===== src/rtl/cpu_pkg.sv =====
// cpu_pkg: shared load-type indices, bundle widths and TLB exception indices
package cpu_pkg;
  localparam int LD_W  = 0;
  localparam int LD_HU = 1;
  localparam int LD_H  = 2;
  localparam int LD_BU = 3;
  localparam int LD_B  = 4;
  localparam int EX_ZIP_W  = 87;
  localparam int TLB_ZIP_W = 10;
  localparam int TLB_EXC_W = 8;
  localparam int EARRAY_TLBR_FETCH = 0;
  localparam int EARRAY_PIF        = 1;
  localparam int EARRAY_PPI_FETCH  = 2;
  localparam int EARRAY_TLBR_MEM   = 3;
  localparam int EARRAY_PIL        = 4;
  localparam int EARRAY_PIS        = 5;
  localparam int EARRAY_PME        = 6;
  localparam int EARRAY_PPI_MEM    = 7;
endpackage


===== src/rtl/mem_load_ext.sv =====
// mem_load_ext: selects the addressed byte/half/word of a load response and extends it
module mem_load_ext
  import cpu_pkg::*;
(
  input  logic [31:0] rdata,
  input  logic [1:0]  offset,
  input  logic [4:0]  ld_inst,
  output logic [31:0] data
);
  logic [7:0]  byte_v;
  logic [15:0] half_v;
  // pick the addressed lane, then apply the extension the load type asks for
  always_comb begin
    byte_v = rdata[{offset, 3'b000} +: 8];
    half_v = rdata[{offset[1], 4'b0000} +: 16];
    data   = ld_inst[LD_B]  ? {{24{byte_v[7]}}, byte_v} :
             ld_inst[LD_BU] ? {24'b0, byte_v} :
             ld_inst[LD_H]  ? {{16{half_v[15]}}, half_v} :
             ld_inst[LD_HU] ? {16'b0, half_v} : rdata;
  end
endmodule


===== src/rtl/mem_stage.sv =====
// mem_stage: MEM pipeline stage; waits for the data SRAM response, extends load data, drops orphaned responses (optional MS_PERF_CNT_EN adds ms_stall_cnt)
module mem_stage
  import cpu_pkg::*;
#(
  parameter int CANCEL_W = 2
) (
  input  logic                 clk,
  input  logic                 reset,
  input  logic                 es_to_ms_valid,
  output logic                 ms_allowin,
  input  logic [31:0]          es_pc,
  input  logic                 es_rf_we,
  input  logic [4:0]           es_rf_waddr,
  input  logic [31:0]          es_result,
  input  logic                 es_res_from_mem,
  input  logic [4:0]           es_ld_inst,
  input  logic                 es_mem_req,
  input  logic                 es_ex,
  input  logic [EX_ZIP_W-1:0]  es_ex_zip,
  input  logic [TLB_ZIP_W-1:0] es_tlb_zip,
  input  logic [TLB_EXC_W-1:0] es_tlb_exc,
  input  logic                 data_sram_data_ok,
  input  logic [31:0]          data_sram_rdata,
  input  logic                 ws_allowin,
  input  logic                 wb_ex,
  output logic                 ms_to_ws_valid,
  output logic [31:0]          ms_pc,
  output logic                 ms_rf_we,
  output logic [4:0]           ms_rf_waddr,
  output logic [31:0]          ms_rf_wdata,
  output logic [EX_ZIP_W-1:0]  ms_ex_zip,
  output logic [TLB_ZIP_W-1:0] ms_tlb_zip,
  output logic [TLB_EXC_W-1:0] ms_tlb_exc,
  output logic                 ms_ex,
  output logic                 ms_fwd_we,
  output logic [4:0]           ms_fwd_waddr,
  output logic [31:0]          ms_fwd_wdata,
  output logic                 ms_ld_pending
`ifdef MS_PERF_CNT_EN
  ,
  output logic [31:0]          ms_stall_cnt
`endif
);
  logic                ms_valid;
  logic                ms_rf_we_r;
  logic [31:0]         ms_result;
  logic                ms_res_from_mem;
  logic [4:0]          ms_ld_inst;
  logic                ms_mem_wait;
  logic [31:0]         rbuf;
  logic                rbuf_valid;
  logic [CANCEL_W-1:0] cancel_cnt;
  logic                ms_ready_go;
  logic                capture;
  logic                accept;
  logic                no_cancel;
  logic [31:0]         ld_src;
  logic [31:0]         ld_data;

  assign no_cancel      = cancel_cnt == '0;
  assign ms_ready_go    = ~ms_mem_wait | rbuf_valid | (data_sram_data_ok & no_cancel);
  assign ms_allowin     = ~ms_valid | (ms_ready_go & ws_allowin);
  assign ms_to_ws_valid = ms_valid & ms_ready_go;
  assign capture        = es_to_ms_valid & ms_allowin;
  assign accept         = data_sram_data_ok & no_cancel & ms_valid & ms_mem_wait & ~rbuf_valid & ~wb_ex;
  assign ld_src         = rbuf_valid ? rbuf : data_sram_rdata;
  assign ms_ex          = ms_valid & (|ms_ex_zip[7:0] | |ms_tlb_exc);
  assign ms_rf_we       = ms_valid & ms_rf_we_r & ~ms_ex;
  assign ms_rf_wdata    = ms_res_from_mem ? ld_data : ms_result;
  assign ms_ld_pending  = ms_valid & ms_res_from_mem & ~ms_ready_go;
  assign ms_fwd_we      = ms_valid & ms_rf_we;
  assign ms_fwd_waddr   = ms_rf_waddr;
  assign ms_fwd_wdata   = ms_rf_wdata;

  mem_load_ext u_load_ext (
    .rdata   (ld_src),
    .offset  (ms_result[1:0]),
    .ld_inst (ms_ld_inst),
    .data    (ld_data)
  );

  // stage occupancy; a WB flush empties the stage regardless of handshakes
  always_ff @(posedge clk) begin
    if (reset) ms_valid <= 1'b0;
    else       ms_valid <= wb_ex ? 1'b0 : ms_allowin ? es_to_ms_valid : ms_valid;
  end

  // payload capture from EX, and holding the response while WB stalls
  always_ff @(posedge clk) begin
    if (reset) begin
      ms_pc           <= '0;
      ms_rf_we_r      <= 1'b0;
      ms_rf_waddr     <= '0;
      ms_result       <= '0;
      ms_res_from_mem <= 1'b0;
      ms_ld_inst      <= '0;
      ms_mem_wait     <= 1'b0;
      ms_ex_zip       <= '0;
      ms_tlb_zip      <= '0;
      ms_tlb_exc      <= '0;
      rbuf            <= '0;
      rbuf_valid      <= 1'b0;
    end else if (capture) begin
      ms_pc           <= es_pc;
      ms_rf_we_r      <= es_rf_we;
      ms_rf_waddr     <= es_rf_waddr;
      ms_result       <= es_result;
      ms_res_from_mem <= es_res_from_mem;
      ms_ld_inst      <= es_ld_inst;
      ms_mem_wait     <= es_mem_req & ~es_ex;
      ms_ex_zip       <= es_ex_zip;
      ms_tlb_zip      <= es_tlb_zip;
      ms_tlb_exc      <= es_tlb_exc;
      rbuf_valid      <= 1'b0;
    end else if (accept) begin
      rbuf            <= data_sram_rdata;
      rbuf_valid      <= 1'b1;
    end
  end

  // count responses still owed to flushed requests so they are swallowed on arrival
  always_ff @(posedge clk) begin
    if (reset)
      cancel_cnt <= '0;
    else if (data_sram_data_ok & ~no_cancel)
      cancel_cnt <= cancel_cnt - 1'b1;
    else if (wb_ex & ms_valid & ms_mem_wait & ~rbuf_valid & ~data_sram_data_ok & (cancel_cnt != '1))
      cancel_cnt <= cancel_cnt + 1'b1;
  end

`ifdef MS_PERF_CNT_EN
  // cycles spent waiting on the data SRAM
  always_ff @(posedge clk) begin
    if (reset)                                  ms_stall_cnt <= '0;
    else if (ms_valid & ms_mem_wait & ~ms_ready_go) ms_stall_cnt <= ms_stall_cnt + 32'd1;
  end
`endif
endmodule


===== config.mk =====
export PLATFORM = sky130hd
export DESIGN_NAME = mem_stage
export DESIGN_NICKNAME = d
export VERILOG_FILES = /design/src/rtl/cpu_pkg.sv /design/src/rtl/mem_load_ext.sv /design/src/rtl/mem_stage.sv
export SDC_FILE = /design/constraint.sdc
export NUM_CORES = 1
export LEC_CHECK = 0
export BUFFER_PORTS_ARGS = -buffer_cell sky130_fd_sc_hd__buf_2
export CAP_MARGIN = 0
export CORE_AREA = 2 2 171 173
export CTS_BUF_LIST = sky130_fd_sc_hd__clkbuf_16
export CTS_CLUSTER_DIAMETER = 80
export CTS_CLUSTER_SIZE = 28
export DETAILED_ROUTE_END_ITERATION = 7
export DIE_AREA = 0 0 173 175
export GPL_TIMING_DRIVEN = 0
export PLACE_DENSITY = 0.56
export SLEW_MARGIN = 20
export SYNTH_ARGS = -nofsm -noshare
export SYNTH_HDL_FRONTEND = slang
export SYNTH_SLANG_ARGS = --single-unit

===== constraint.sdc =====
create_clock -name clk -period 4.15 [get_ports clk]
set_input_delay 0.6225 -clock clk [delete_from_list [all_inputs] [get_ports clk]]
set_output_delay 0.6225 -clock clk [all_outputs]
set_load 0.03 [all_outputs]

* After elaboration in Yosys (flattened, before gate mapping) *
Cells that the tools add are included.

storage, ports and cells
  bits in registers = 218
  input bits = 221
  word-level logic and storage cells = 69

operators by class
  add/subtract/negate cells = 2
  eq/ne operators = 1
  shift-type cells = 2
  muxes and demuxes = 8
  bitwise operators = 35
  reductions and logical operators = 7

operator list
  operator                                                            number
  32-bit 2-to-1 mux                                                   6
  32-bit by 6-bit indexed part select with 16-bit output              1
  32-bit by 6-bit indexed part select with 8-bit output               1
  1-bit bitwise AND                                                   21
  8-bit OR reduction                                                  2
  1-bit NOT                                                           10
  2-bit 2-to-1 mux                                                    2
  1-bit bitwise OR                                                    4
  2-bit OR reduction                                                  2
  2-bit by 1-bit adder with 2-bit output, second input constant       1
  2-bit logical NOT                                                   1
  2-bit != test, second input constant                                1
  2-bit AND reduction                                                 1
  2-bit nonzero test                                                  1
  2-bit by 1-bit subtractor with 2-bit output, second input constant  1

* Depth between registers and ports, before layout *
  word-level depth = 8
  gate-level depth with buffers = 8
  depth with buffers taken out = 4

* Modules after synthesis *
Synthesis repeated with hierarchy kept, for this count alone.

unflattened totals
  cell total of the unflattened synthesis = 1197
  area total of the unflattened synthesis = 11918.9 um^2

modules (own cells, without submodules)
  module        instances  cells an instance  area each (um^2)  sequential area each (um^2)
  mem_stage     1          1078               11066.9           4364.2
  mem_load_ext  1          119                852.1             0.0

* Worst setup path before layout *
OpenSTA, ideal clock, no wires.

  kind = input to output
  start = input data_sram_rdata[23]
  end = output ms_rf_wdata[10]
  data arrival time = 2.300 ns
  data required time = 3.527 ns
  path slack = 1.228 ns
  stages on the path = 6
  path buffers = 2
  cell sequence = mux2_1 mux4_2 and3_4 buf_6 a221o_1 buf_4

on the way
  longest elaborated chain between the ends = 4

ends and longest elaborated chain
  element                                                RTL line            source
  from (decl)                                            mem_stage.sv:23     input logic [31:0] data_sram_rdata,
  32-bit 2-to-1 mux                                      mem_stage.sv:66     assign ld_src = rbuf_valid ? rbuf : data_sram_rdata;
  32-bit by 6-bit indexed part select with 8-bit output  mem_load_ext.sv:14  byte_v = rdata[{offset, 3'b000} +: 8];
  32-bit 2-to-1 mux                                      mem_load_ext.sv:16  data = ld_inst[LD_B] ? {{24{byte_v[7]}}, byte_v} :
  32-bit 2-to-1 mux                                      mem_stage.sv:69     assign ms_rf_wdata = ms_res_from_mem ? ld_data : ms_result;
  to (decl)                                              mem_stage.sv:30     output logic [31:0] ms_rf_wdata,

Every way passes these cells.

* Worst setup path in the final report *
  start = register ms_res_from_mem
  end = output ms_rf_wdata[23]

on the way
  longest elaborated chain between the ends = 1

ends and longest elaborated chain
  element                 RTL line          source
  from (decl)             mem_stage.sv:47   logic ms_res_from_mem;
  from (signal assigned)  mem_stage.sv:108  ms_res_from_mem <= es_res_from_mem;
  32-bit 2-to-1 mux       mem_stage.sv:69

Every way passes these cells.

==> impl_metrics.py <==
metrics = {
    "logic_synthesis": {
        "synth_cell_types": 48,
        "synthTopCellsByArea": "dfxtp_1, nand2_1, a21oi_1, mux2i_1, buf_4",
        "synth_nets": 1368,
        "yosysSeqAreaShare_pct": 46.2,
        "synthDominantCellAreaShare_pct": 46.2,
        "synthAdderAreaFrac_pct": 0,
        "ys_ff_latch": 217,
        "ys.warnings.count": 0,
        "muxShareOfSynthArea_pct": 10.3,
        "netlist_area_sq_mm": 0.00940,
        "synth_top_area_cell": "dfxtp_1",
        "synth_compound_area_share_pct": 15.7,
        "synthCells": 1147,
        "synthSimpleGateAreaFrac_pct": 20.0,
        "avgSynthCellArea_sq_um": 8.20,
        "synth_xor_area_share_pct": 0,
        "synth_top_family_by_area": "simple AND/OR/NAND/NOR gates",
    },
    "clock_network": {
        "tritoncts": "done",
        "clock_sinks": 217,
        "numCtsBuffers": 14,
        "cts-root-buf": "clkbuf_16",
        "cts_resized": 0,
        "postCtsHoldBufs": 0,
        "htreeDepth": 1,
        "clk_pin_slew_ns": 0.10,
        "cts_buffer_depth": 3,
        "worstSkewPairLatency_ns": 0.49,
        "cts_setup_buffers": 0,
    },
    "floorplan": {
        "start_util_pct": 33.1,
        "row_count": 62,
        "chipWidth_microns": 173,
        "dieArea_sq_mm": 0.0303,
        "io_pins": 438,
        "core_sq_mm": 0.0284,
        "die_height_microns": 175,
    },
    "sta": {
        "finalSetupViolCount": 0,
        "slew_headroom_pct": 42.0,
        "hold_ws_ns": 0.324,
        "rsz0062_at_grt": "no",
        "maxSlewViolCount": 0,
        "tightest_slew_ns": 0.870,
        "hold_violations": 0,
        "period_minus_slack_ns": 3.93,
        "fin_tns_setup_ns": 0,
        "fmax_mhz": 255,
        "skew_ns": 0.0212,
        "fin_crit_sh_pct": 94.6,
    },
    "detailed_routing": {
        "wirelength_mm": 34.9,
        "first_pass_iters": 5,
        "wl_per_cell_microns": 17.5,
        "drc": 0,
        "num_vias": 9485,
        "vias_per_cell": 4.76,
        "final_antenna_net_count": 0,
        "drtIter0Drc": 459,
    },
    "setup_path": {
        "cp_common_cell": "buf_2",
        "path_delay_family": "buffers and inverters",
        "crit_slowest_cell": "clkinv_1",
        "critical_path_buf_inv_count": 5,
        "critPathArrivalTime_ns": 3.30,
        "crit_fanout": 10,
        "crit_type": "flip-flop to primary output",
        "startpoint": "ms_res_from_mem$_SDFFE_PP0P_",
        "regToRegSetupSlack_ns": 1.96,
        "r2r_cells": 7,
        "crit_path_cell_trace": "clkbuf_1 -> clkinv_1 -> a221oi_1 -> a32oi_1 -> buf_2 -> o22a_1 -> buf_4 -> buf_2",
        "cp-endpoint": "ms_rf_wdata[23]",
        "required_ns": 3.53,
        "cp.depth": 8,
        "critical-path-max-stage-delay_ns": 0.49,
        "critPathLaunchType": "flip-flop",
        "r2r_start": "cancel_cnt[0]$_SDFFE_PP0P_",
        "timing.rr.end": "ms_ex_zip[0]$_SDFFE_PP0P_",
        "cp-end-kind": "primary output",
    },
    "finish": {
        "fin_area_sq_mm": 0.0125,
        "synthToLayoutAreaGrowth_pct": 33.4,
        "drive_gt1_share_pct": 33.7,
        "fin_nets": 1819,
        "fill_cells": 3060,
    },
    "place": {
        "place_area_sq_mm": 0.0121,
        "place.gp.congestion": 0.837,
        "portBuffers": 435,
        "dp_hpwl_mm": 27.0,
    },
    "grt": {
        "grt_first_pass_wirelength_mm": 52.0,
        "grt_overflow": 0,
        "antenna_found_initial": 2,
        "track_usage_pct": 21.8,
        "grt_start_max_net_pins": 29,
        "grt_pass1_vias": 9086,
    },
    "power_and_ir_drop": {
        "max-vdd-ir-drop_uv": 268,
        "power_density_mw_per_mm2": 386,
        "totalPowerFinal_w": 0.00484,
        "p_leak_nw": 5.73,
    },
    "flow_run": {
        "drv_cap": 0,
    },
    "run_status": {
        "outcome": "completed",
    },
    "hold_path": {
        "min_path_type": "input port to flip-flop",
        "worstHoldStart": "wb_ex",
    },
}
-- kinds of logic (layout without fill, tap and decap cells) --
family | count (synthesis) | count (layout)
AND/OR/NAND/NOR | 467 | 467
AO/OA/AOI/OAI | 254 | 254
flip-flops | 217 | 217
buffers and inverters | 131 | 590
multiplexers | 78 | 78
other | 0 | 2
-- state kept, by name (all words and copies together) (netlist names), 2 cells and up --
signal / cells
ms_ld_inst: 4
ms_tlb_exc: 8
ms_ex_zip: 87
rbuf: 32
ms_result: 32
ms_tlb_zip: 10
ms_fwd_waddr: 5
cancel_cnt: 2
ms_pc: 32
-- stage by stage --
step	cells	setup WS (ns)	util (%)
after detailed placement	1966	0.733	42.5
after CTS	1990	0.184	44.2
after global placement	1966	0.731	42.5
final	1992	0.225	44.2
after floorplan	1147	1.23	-
after global routing	1991	0.0361	44.2
-- layer usage --
layer,track usage [%],routed length (microns),part of all wire (%)
met5,0,13,0.037
met4,5.40,843,2.4
met3,5.61,2470,7.1
met2,38.4,17000,49
met1,26.7,14600,42
-- synthesized netlist by cell type (all sizes together) --
library cell	count
mux2	4
a311oi	6
nand3b	3
mux4	14
a22oi	1
nand2b	6
a211oi	8
a221o	8
nor3	2
inv	4
mux2i	60
and3	1
o22ai	1
or2	1
o2bb2ai	6
o21ai	10
or3	1
a21oi	192
o211a	1
nand3	1
and4b	1
nor2b	8
buf	72
nor2	56
nand4	1
a2111oi	1
nor3b	3
o22a	16
dfxtp	217
and2	7
a32oi	1
clkinv	2
o21a	1
nor4	4
or2b	1
or4b	1
o211ai	1
clkbuf	53
a221oi	1
nand2	370
-- layout by cell type (no fill, tap or decap), types with 3 or more instances in the layout --
cell       Yosys  layout
clkbuf_16      0      15
nand3b_1       3       3
nor2b_1        8       8
buf_4         37      37
o21ai_0       10      10
o2bb2ai_1      6       6
o22a_1        16      16
mux2i_1       60      60
a221o_1        8       8
a311oi_1       6       6
mux4_2        12      12
buf_8          3       3
nor2_1        56      56
nor4_1         4       4
nand2b_1       6       6
clkbuf_8       3       3
inv_1          4       5
and2_1         7       7
buf_1          9       9
mux2_1         3       3
a21oi_1      192     192
nor3b_1        3       3
clkbuf_1      50      50
nand2_1      370     370
a211oi_1       7       7
buf_2         21     456
dfxtp_1      217     217
-- how the worst min path moves through the flow --
stage / slack [ns] / endpoint / cells past startpoint
after global placement: 0.44 / ms_ex_zip[36]$_SDFFE_PP0P_ / 2
final: 0.32 / ms_valid$_SDFFE_PP0P_ / 2
after floorplan: 0.44 / ms_result[7]$_SDFFE_PP0P_ / 2
after detailed placement: 0.44 / ms_ex_zip[71]$_SDFFE_PP0P_ / 2
after global routing: 0.31 / ms_valid$_SDFFE_PP0P_ / 2
after CTS: 0.29 / ms_valid$_SDFFE_PP0P_ / 2
-- area by class of cell --
| class | count | area [sq um] | area share [%] |
|---|---|---|---|
| antenna | 2 | 5.00 | 0.0399 |
| buffer | 125 | 713 | 5.69 |
| clock buffer | 15 | 375 | 2.99 |
| clock inverter | 9 | 98.8 | 0.788 |
| inverter | 6 | 22.5 | 0.180 |
| multi-input combinational | 799 | 4320 | 34.5 |
| sequential | 217 | 4340 | 34.6 |
| tap | 384 | 480 | 3.83 |
| timing repair buffer | 435 | 2180 | 17.4 |
-- worst reg2reg max path, stage by stage, from the launching register on --
cell and delay (ns):
dfxtp_1 0.37, nor3b_1 0.40, o211a_1 0.21, buf_2 0.26, buf_2 0.32, buf_2 0.29, nand2_1 0.15, a21oi_1 0.13
-- where the power goes --
| part | total (W) | leakage (nW) | internal (W) | switching [W] |
|---|---|---|---|---|
| registers | 0.00224 | 1.78 | 0.00218 | 0.0000577 |
| clock network | 0.00154 | 0.237 | 0.000704 | 0.000837 |
| logic | 0.00106 | 3.71 | 0.000360 | 0.000696 |
(Power assumes the default switching activity.)
